[src/rtl/clint_pkg.sv]
// Shared constants and register types for the core-local interruptor.
// Offsets are byte offsets within the 64 KiB CLINT window.
package clint_pkg;

    localparam logic [15:0] clint_msip_off        = 16'h0000;
    localparam logic [15:0] clint_mtimecmp_lo_off = 16'h4000;
    localparam logic [15:0] clint_mtimecmp_hi_off = 16'h4004;
    localparam logic [15:0] clint_mtime_lo_off    = 16'hBFF8;
    localparam logic [15:0] clint_mtime_hi_off    = 16'hBFFC;

    typedef enum logic {
        IDLE,
        RESP
    } clint_state_t;

    typedef struct packed {
        logic        msip;
        logic [63:0] mtime;
        logic [63:0] mtimecmp;
        logic        mtip;
    } clint_reg_type;

    localparam clint_reg_type init_clint_reg = '{
        msip:     1'b0,
        mtime:    64'h0,
        mtimecmp: 64'hFFFF_FFFF_FFFF_FFFF,
        mtip:     1'b0
    };

endpackage

[src/rtl/clint_if.sv]
// Data-memory bus connection between the interconnect and the CLINT responder.
interface clint_if;

    logic        clint_valid;
    logic [31:0] clint_addr;
    logic [31:0] clint_wdata;
    logic [3:0]  clint_wstrb;
    logic [31:0] clint_rdata;
    logic        clint_ready;

    modport master (
        output clint_valid, clint_addr, clint_wdata, clint_wstrb,
        input  clint_rdata, clint_ready
    );

    modport slave (
        input  clint_valid, clint_addr, clint_wdata, clint_wstrb,
        output clint_rdata, clint_ready
    );

endinterface

[src/rtl/clint_tick.sv]
// Prescaler for mtime: counts 0..RTC_DIV-1 and emits a tick on the wrap.
module clint_tick #(
    parameter int RTC_DIV = 1
) (
    input  logic clock,
    input  logic reset,
    output logic tick
);

    localparam int CW = (RTC_DIV > 1) ? $clog2(RTC_DIV) : 1;
    localparam logic [CW-1:0] LAST = CW'(RTC_DIV - 1);

    logic [CW-1:0] count;

    assign tick = (count == LAST);

    always_ff @(posedge clock) begin
        if (reset) begin
            count <= '0;
        end else if (tick) begin
            count <= '0;
        end else begin
            count <= count + CW'(1);
        end
    end

endmodule

[src/rtl/clint.sv]
// Core-local interruptor: msip, free-running mtime and mtimecmp behind a
// two-state bus responder; all outputs come straight from registers.
module clint
    import clint_pkg::*;
#(
    parameter int RTC_DIV = 1
) (
    input  logic        clock,
    input  logic        reset,
    clint_if.slave      bus,
    output logic        clint_msip,
    output logic        clint_mtip,
    output logic [63:0] clint_mtime
);

    function automatic logic [31:0] merge_bytes(input logic [31:0] old,
                                                input logic [31:0] wdata,
                                                input logic [3:0]  wstrb);
        logic [31:0] res;
        res = old;
        for (int i = 0; i < 4; i++) begin
            if (wstrb[i]) res[8*i +: 8] = wdata[8*i +: 8];
        end
        return res;
    endfunction

    clint_reg_type r;
    clint_reg_type r_next;
    clint_state_t  state;
    logic          tick;
    logic          accept;
    logic          wr;
    logic [13:0]   word;
    logic [31:0]   read_value;
    logic [31:0]   rdata_q;
    logic          ready_q;
    logic          unused_addr;

    clint_tick #(.RTC_DIV(RTC_DIV)) u_tick (
        .clock (clock),
        .reset (reset),
        .tick  (tick)
    );

    assign unused_addr = &{1'b0, bus.clint_addr[31:16], bus.clint_addr[1:0]};

    // A bus write to an mtime half replaces the tick increment for that cycle.
    always_comb begin
        accept     = (state == IDLE) && bus.clint_valid;
        wr         = accept && (bus.clint_wstrb != 4'b0000);
        word       = bus.clint_addr[15:2];
        read_value = '0;
        r_next     = r;

        case (word)
            clint_msip_off[15:2]:        read_value = {31'b0, r.msip};
            clint_mtimecmp_lo_off[15:2]: read_value = r.mtimecmp[31:0];
            clint_mtimecmp_hi_off[15:2]: read_value = r.mtimecmp[63:32];
            clint_mtime_lo_off[15:2]:    read_value = r.mtime[31:0];
            clint_mtime_hi_off[15:2]:    read_value = r.mtime[63:32];
            default:                     read_value = '0;
        endcase

        r_next.mtip = (r.mtime >= r.mtimecmp);
        if (tick) r_next.mtime = r.mtime + 64'd1;

        if (wr) begin
            case (word)
                clint_msip_off[15:2]: begin
                    if (bus.clint_wstrb[0]) r_next.msip = bus.clint_wdata[0];
                end
                clint_mtimecmp_lo_off[15:2]:
                    r_next.mtimecmp[31:0] = merge_bytes(r.mtimecmp[31:0], bus.clint_wdata, bus.clint_wstrb);
                clint_mtimecmp_hi_off[15:2]:
                    r_next.mtimecmp[63:32] = merge_bytes(r.mtimecmp[63:32], bus.clint_wdata, bus.clint_wstrb);
                clint_mtime_lo_off[15:2]:
                    r_next.mtime = {r.mtime[63:32], merge_bytes(r.mtime[31:0], bus.clint_wdata, bus.clint_wstrb)};
                clint_mtime_hi_off[15:2]:
                    r_next.mtime = {merge_bytes(r.mtime[63:32], bus.clint_wdata, bus.clint_wstrb), r.mtime[31:0]};
                default: ;
            endcase
        end
    end

    always_ff @(posedge clock) begin
        if (reset) begin
            r       <= init_clint_reg;
            state   <= IDLE;
            ready_q <= 1'b0;
            rdata_q <= '0;
        end else begin
            r <= r_next;
            case (state)
                IDLE: begin
                    if (bus.clint_valid) begin
                        state   <= RESP;
                        ready_q <= 1'b1;
                        rdata_q <= read_value;
                    end else begin
                        ready_q <= 1'b0;
                        rdata_q <= '0;
                    end
                end
                RESP: begin
                    state   <= IDLE;
                    ready_q <= 1'b0;
                    rdata_q <= '0;
                end
                default: begin
                    state   <= IDLE;
                    ready_q <= 1'b0;
                    rdata_q <= '0;
                end
            endcase
        end
    end

    assign bus.clint_rdata = rdata_q;
    assign bus.clint_ready = ready_q;
    assign clint_msip      = r.msip;
    assign clint_mtip      = r.mtip;
    assign clint_mtime     = r.mtime;

endmodule

[src/flat_wrapper.sv]
// flat-port wrapper written by rule: the top's interface ports become plain ports
module clint_flat import clint_pkg::*;
#(
    parameter int RTC_DIV = 1
)
  (clock, reset, clint_msip, clint_mtip, clint_mtime, bus_clint_valid, bus_clint_addr, bus_clint_wdata, bus_clint_wstrb, bus_clint_rdata, bus_clint_ready);
  clint_if bus_i ();
  input  logic clock;
  input  logic reset;
  output logic clint_msip;
  output logic clint_mtip;
  output logic [63:0] clint_mtime;
  input wire logic [$bits(bus_i.clint_valid)-1:0] bus_clint_valid;
  input wire logic [$bits(bus_i.clint_addr)-1:0] bus_clint_addr;
  input wire logic [$bits(bus_i.clint_wdata)-1:0] bus_clint_wdata;
  input wire logic [$bits(bus_i.clint_wstrb)-1:0] bus_clint_wstrb;
  output wire logic [$bits(bus_i.clint_rdata)-1:0] bus_clint_rdata;
  output wire logic [$bits(bus_i.clint_ready)-1:0] bus_clint_ready;
  assign bus_i.clint_valid = bus_clint_valid;
  assign bus_i.clint_addr = bus_clint_addr;
  assign bus_i.clint_wdata = bus_clint_wdata;
  assign bus_i.clint_wstrb = bus_clint_wstrb;
  assign bus_clint_rdata = bus_i.clint_rdata;
  assign bus_clint_ready = bus_i.clint_ready;
  clint #(.RTC_DIV(RTC_DIV)) u_core (.clock(clock), .reset(reset), .bus(bus_i), .clint_msip(clint_msip), .clint_mtip(clint_mtip), .clint_mtime(clint_mtime));
endmodule
[config.mk]
export PLATFORM = sky130hd
export DESIGN_NAME = clint_flat
export DESIGN_NICKNAME = d
export VERILOG_FILES = /design/src/rtl/clint_pkg.sv /design/src/rtl/clint_if.sv /design/src/rtl/clint_tick.sv /design/src/rtl/clint.sv /design/src/flat_wrapper.sv
export SDC_FILE = /design/constraint.sdc
export NUM_CORES = 1
export LEC_CHECK = 0
export ABC_AREA = 1
export BUFFER_PORTS_ARGS = -buffer_cell sky130_fd_sc_hd__buf_4
export CAP_MARGIN = 10
export CELL_PAD_IN_SITES_DETAIL_PLACEMENT = 2
export CELL_PAD_IN_SITES_GLOBAL_PLACEMENT = 2
export CORE_AREA = 5 5 197 199
export CTS_CLUSTER_SIZE = 40
export DETAILED_ROUTE_END_ITERATION = 6
export DIE_AREA = 0 0 202 204
export GPL_TIMING_DRIVEN = 0
export PLACE_DENSITY = 0.84
export SYNTH_ARGS = -nofsm -noshare
export SYNTH_HDL_FRONTEND = slang
export SYNTH_HIERARCHICAL = 1
export SYNTH_SLANG_ARGS = --single-unit
[constraint.sdc]
create_clock -name clock -period 2.3 [get_ports clock]
set_input_delay 0.23 -clock clock [delete_from_list [all_inputs] [get_ports clock]]
set_output_delay 0.23 -clock clock [all_outputs]
set_load 0.05 [all_outputs]
# Word-level counts from Yosys, hierarchy flattened
# Cells that the tools add are included.
word_totals:
  ff_bits: 164
  input_bits: 71
  out_inout_bits: 99
  wordCells: 84
op_classes:
  add_sub_neg: 2
  n_lt_le_gt_ge: 1
  n_eq_ne: 14
  muxes: 22
  bitwise: 2
  n_reduce_logical: 22
op_table:
  columns: ["cell", "count"]
  rows:
  - ["32-bit case mux with 5 select lines", 1]
  - ["128-bit two-way mux", 1]
  - ["64-bit case mux with 2 select lines", 1]
  - ["32-bit two-way mux", 3]
  - ["8-bit two-way mux", 12]
  - ["64-bit by 1-bit adder with 64-bit output, second input constant", 1]
  - ["64-bit greater-or-equal comparator", 1]
  - ["64-bit two-way mux", 1]
  - ["32-bit case mux with 2 select lines", 1]
  - ["14-bit by 13-bit == test with 1-bit output, second input constant", 2]
  - ["14-bit == test, second input constant", 2]
  - ["3-bit AND reduction", 9]
  - ["3-bit inequality test, second input constant", 8]
  - ["2-bit AND reduction", 8]
  - ["14-bit zero test", 1]
  - ["2-bit inequality test, second input constant", 2]
  - ["4-bit nonzero test", 1]
  - ["1-bit logical AND", 2]
  - ["1-bit inverter", 2]
  - ["1-bit case mux with 2 select lines", 1]
  - ["2-bit OR reduction", 1]
  - ["1-bit adder, second input constant", 1]
  - ["1-bit two-way mux", 1]

# Logic depth before layout (Yosys ltp)
logic_depth:
  ltp_word: 5
  mapped_depth: 17
  ltp_nobuf: 17

# Hierarchy
# The synthesis kept the hierarchy.
by_module_without_submodules:
  columns: ["module", "instances", "cells_each", "area_each_um2", "seq_area_each_um2"]
  rows:
  - ["clint", 1, 1766, 11185.7, 3263.1]
  - ["clint_tick", 1, 3, 27.5, 20.0]

# Worst setup path after synthesis
# Ideal clock, no wire load.
synth_path:
  path_type: "register -> register"
  from: "register, netlist name u_core/bus.clint_ready"
  to: "register u_core.r, in the netlist u_core/clint_mtime[40]"
  setup_time_ns: 0.119
  arrival_time_ns: 1.828
  required_ns: 2.181
  path_slack_ns: 0.353
  path_stages_with_launch: 11
  n_path_buf: 1
  synth_period_minus_slack_ns: 1.947
  cell_sequence: "dfxtp_1 -> nor2_1 -> nand2_1 -> inv_2 -> buf_2 -> nand3_1 -> nor2_1 -> nor2_1 -> inv_1 -> nor2_1 -> a21oi_1"
synth_rtl:
  columns: ["element", "line", "rtl"]
  rows:
  - ["to (signal assigned)", "clint.sv:87", "r <= init_clint_reg;"]
  - ["to (signal assigned)", "clint.sv:92", "r <= r_next;"]
  - ["to (decl)", "clint.sv:27", "clint_reg_type r;"]

# Final worst setup path
layout_path:
  from: "input bus_clint_addr[5]"
  to: "register u_core.rdata_q[8] (netlist: u_core/bus.clint_rdata[8])"
layout_between:
  elab_chain_cells: 4
  word_cells_on_any_way: 8
  cone_classes: "eq/ne: 4; mux: 3; reduce/logical: 1"
layout_lines:
  columns: ["element", "line", "rtl"]
  rows:
  - ["from (decl)", "flat_wrapper.sv:14", "input wire logic [$bits(bus_i.clint_addr)-1:0] bus_clint_addr;"]
  - ["14-bit == test, or another cell as far along", "clint.sv:55", "case (word)"]
  - ["32-bit case mux with 5 select lines (*)", "clint.sv:55", null]
  - ["32-bit two-way mux (*)", "clint.sv:95", "if (bus.clint_valid) begin"]
  - ["32-bit case mux with 2 select lines (*)", "clint.sv:93", "case (state)"]
  - ["to (signal assigned)", "clint.sv:98", "rdata_q <= read_value;"]
  - ["to (decl)", "clint.sv:35", "logic [31:0] rdata_q;"]
# Every way passes the cells marked *; elsewhere a longest branch is shown, timed or not.
# A chain may end at the register's enable or synchronous reset.

==> summary.md <==
| Metric | Value |
|---|---|
| Die height | `204 um` |
| Ports | `170` |
| Full die area | `41200 sq um` |
| Max_slew headroom | `0.291` |
| Finished Layout Cells | `approximately 2.4k` |
| NumNets Final | `approximately 2.1k` |
| # rows | `71` |
| GRT Util Overall | `0.299` |
| Via count | `around 13k` |
| MaxCap Viol Count | `0` |
| Clock transition at path regs | `70 ps` |
| Clock sinks | `164` |
| CTS buffer count | `17` |
| Synthesis-to-layout area growth | `23.3%` |
| Clock Skew | `around 8 ps` |
| Global-route wire length before repair | `between 90 and 100 mm` |
| WP buf/inv | `3` |
| Vias per cell | `about 5.5` |
| Power Internal | `~4.7 mW` |
| Critical Path RT | `between 2000 and 3000 ps` |
| Port Buffers | `150` |
| Crit path largest cell delay | `630 ps` |
| Antenna-violating nets left | `0` |
| CP max-delay cell | `clkbuf_1` |
| M3 GR Usage | `0.0401` |
| Yosys reg bits | `between 150 and 200` |
| Final min period | `about 2300 ps` |
| Crit path kind | `in -> reg` |
| Sequential power share | `0.444` |
| Sw Share | `0.266` |
| Crit-path leading delay family | `simple AND/OR/NAND/NOR gates` |
| Clk root buf | `clkbuf_16` |
| Initial antenna violation count | `0` |
| Vias in the first global route | `~14k` |
| Pins over their slew limit | `0` |
| Grt met1 use | `0.379` |
| Syn Inst Count | `1769` |
| Initial DRC Count | `around 920` |
| Syn Area/Cell | `roughly 6.3 sq um` |
| Placement Cell Area | `12900 sq um` |
| Total grt overflow | `0` |
| Run status | `finished clean` |
| Clock tree buffer depth | `2` |
| Pin count of the biggest net entering global routing | `17` |
| Ys Warns | `6` |
| Switch Pwr | `between 1.5 and 2 mW` |
| DP Cell Count | `2393` |
| Layout cell share with drive strength beyond 1 | `0.185` |
| Mapped cell area | `roughly 11000 sq um` |
| Post-synthesis sequential area ratio | `0.293` |
| Synth Flop Type | `dfxtp_1` |
| Busiest layer in global routing | `met2` |
| Post-route cell area | `approximately 14000 sq um` |
| Peak supply drop | `between 500 and 600 uV` |
| Starting Density | `0.303` |
| Routability cong. | `roughly 0.99` |
| Fill count | `between 4k and 5k` |
| GR Layer Usage met2 | `0.515` |
| Worst-Margin Slew | `1060 ps` |
| CP Max Fanout | `10` |
| Asr flop ratio synth | `0` |
| PD cells | `464 nW/um^2` |
| Tcrit/Tclk final | `0.983` |
| Comb pwr share | `0.065` |
| Dpl hpwl | `between 40 and 50 mm` |
| Startpoint Class | `primary input` |
| Clk pwr share | `0.491` |
| Routed WL per cell | `between 20 and 30 um` |
| Clock latency on the worst-skew pair | `460 ps` |
| Worst slack, placed | `-613 ps` |
| EDFF count, synth | `0` |
| Fmax | `~440 MHz` |
| Final Hold Fails | `0` |
| Critical path arrival | `approximately 2600 ps` |
| Total power | `6.41 mW` |
| Die Wd | `just over 200 um` |
| Final wirelength | `63.3 mm` |
| Static leakage | `6.58 nW` |
| WHS | `~23 ps` |
| Hold Path Class | `in -> reg` |
| Router iterations before antenna repair | `5` |
| Crit-path cells | `buf_4, nand2_1, inv_2, nand3_1, nor2_1, nand2_1, clkbuf_1, o22ai_1, a21oi_1, a21oi_1` |
| H-tree depth | `4` |
| Area leader, netlist | `dfxtp_1` |
| DRC Markers | `0` |
| Critical path endpoint category | `flip-flop` |
| Synth area leaders | `dfxtp_1 29%, nand2_1 14%, nor2_1 7.5%` |
| TritonCTS clock tree | `built` |
| Synth unique cells | `39` |
| PnR worst setup slack | `just under 40 ps` |
| Share of the synthesized area in the top cell type | `0.293` |
| Final setup fails | `0` |
| Syn Nets | `1905` |
| Std-Cell Core Area | `between 30000 and 40000 sq um` |
synth_stat cells, types with 2 or more instances:
| master | instances |
|---|---|
| nand2_2 | 4 |
| buf_4 | 66 |
| nor2_1 | 223 |
| o22ai_1 | 27 |
| o21a_1 | 3 |
| clkbuf_1 | 28 |
| ha_1 | 65 |
| dfxtp_1 | 164 |
| a31oi_1 | 13 |
| inv_2 | 9 |
| nand3b_1 | 4 |
| nand4_1 | 25 |
| nor2_2 | 11 |
| and3_1 | 4 |
| nand3_1 | 101 |
| or2_2 | 4 |
| o21ai_2 | 3 |
| nor3_2 | 2 |
| a21oi_1 | 163 |
| xor2_1 | 16 |
| xnor2_1 | 4 |
| o21ai_0 | 100 |
| nand2_1 | 415 |
| inv_1 | 210 |
| o211ai_1 | 37 |
| o21ai_1 | 4 |
| buf_2 | 21 |
| nor3_1 | 32 |
worst paths after layout:
path,start,to,slack [ps],cells past startpoint
max reg2reg,u_core/clint_mtime[31],u_core/clint_mtip,70,10
max,bus_clint_addr[5],u_core/bus.clint_rdata[8],40,10
min,bus_clint_wdata[19],u_core/r[52],20,3
min reg2reg,u_core/r[14],u_core/r[14],490,2
state kept, by name, indices dropped and copies added, names as in the netlist:
signal,count
u_core/clint_mtip,1
u_core/bus.clint_ready,1
u_core/clint_mtime,64
u_core/r,64
u_core/bus.clint_rdata,32
u_core/clint_msip,1
u_core/u_tick/count,1
routing by layer:
metal,vias up,share of wire
met2,431,0.48
met5,-,0
met3,109,0.050
met1,6759,0.44
li1,6078,-
met4,0,0.036
kinds of logic (layout without fill, tap and decap cells):
family | after synthesis | after routing | share of synthesized area
simple gates | 829 | 829 | 0.308
compound gates | 354 | 354 | 0.173
buf+inv | 336 | 526 | 0.138
flops | 164 | 164 | 0.293
fa+ha+maj | 65 | 65 | 0.0725
xor+xnor | 20 | 20 | 0.0156
other cells | 1 | 3 | 0.000334
area by class of cell:
class / instances / area (sq um) / area share
antenna: 2 / 5.00 / 0.000362
buffer: 117 / 726 / 0.0525
clock buffer: 18 / 439 / 0.0318
clock inverter: 14 / 176 / 0.0128
inverter: 219 / 826 / 0.0597
multi-input combinational: 1269 / 6540 / 0.473
sequential: 164 / 3320 / 0.240
tap: 474 / 593 / 0.0429
timing repair buffer: 158 / 1200 / 0.0871
cell usage in the layout, fill, tap and decap left out, types with 27 or more instances in the layout:
master / netlist / final
buf_4: 66 / 222
nand3_1: 101 / 97
inv_1: 210 / 207
dfxtp_1: 164 / 144
nor2_1: 223 / 213
o211ai_1: 37 / 37
ha_1: 65 / 65
o22ai_1: 27 / 27
nand2_1: 415 / 409
a21oi_1: 163 / 163
o21ai_0: 100 / 100
per-stage QoR:
| step | setup TNS (ps) | utilization |
|---|---|---|
| finish | 0 | 0.373 |
| global route | -3.27 | 0.373 |
| CTS | 0 | 0.370 |
| detailed placement | -36580 | 0.349 |
| global placement | -27720 | 0.349 |
| floorplan | 0 | - |
tightest hold or removal path, cell delays in order:
cell	delay, ps
buf_4	100
nand2_1	50
o211ai_1	60
power groups by stage:
stage | sequential (mW) | combinational (mW) | clock [mW]
after floorplan | 2.92 | 0.156 | 0
after global placement | 2.91 | 0.383 | 0
after detailed placement | 2.91 | 0.396 | 0
after CTS | 2.85 | 0.405 | 3.19
after global routing | 2.84 | 0.435 | 3.30
final | 2.84 | 0.418 | 3.15
timing repair:
action                                  CTS  global route
endpoints found under the setup margin   68            72
hold endpoints to repair                  2             0
resized for setup                        29            41
setup buffers                             6             0
pin swaps                                 3             1
hold buffers                              2             0
Power figures use the tool's default switching activity.
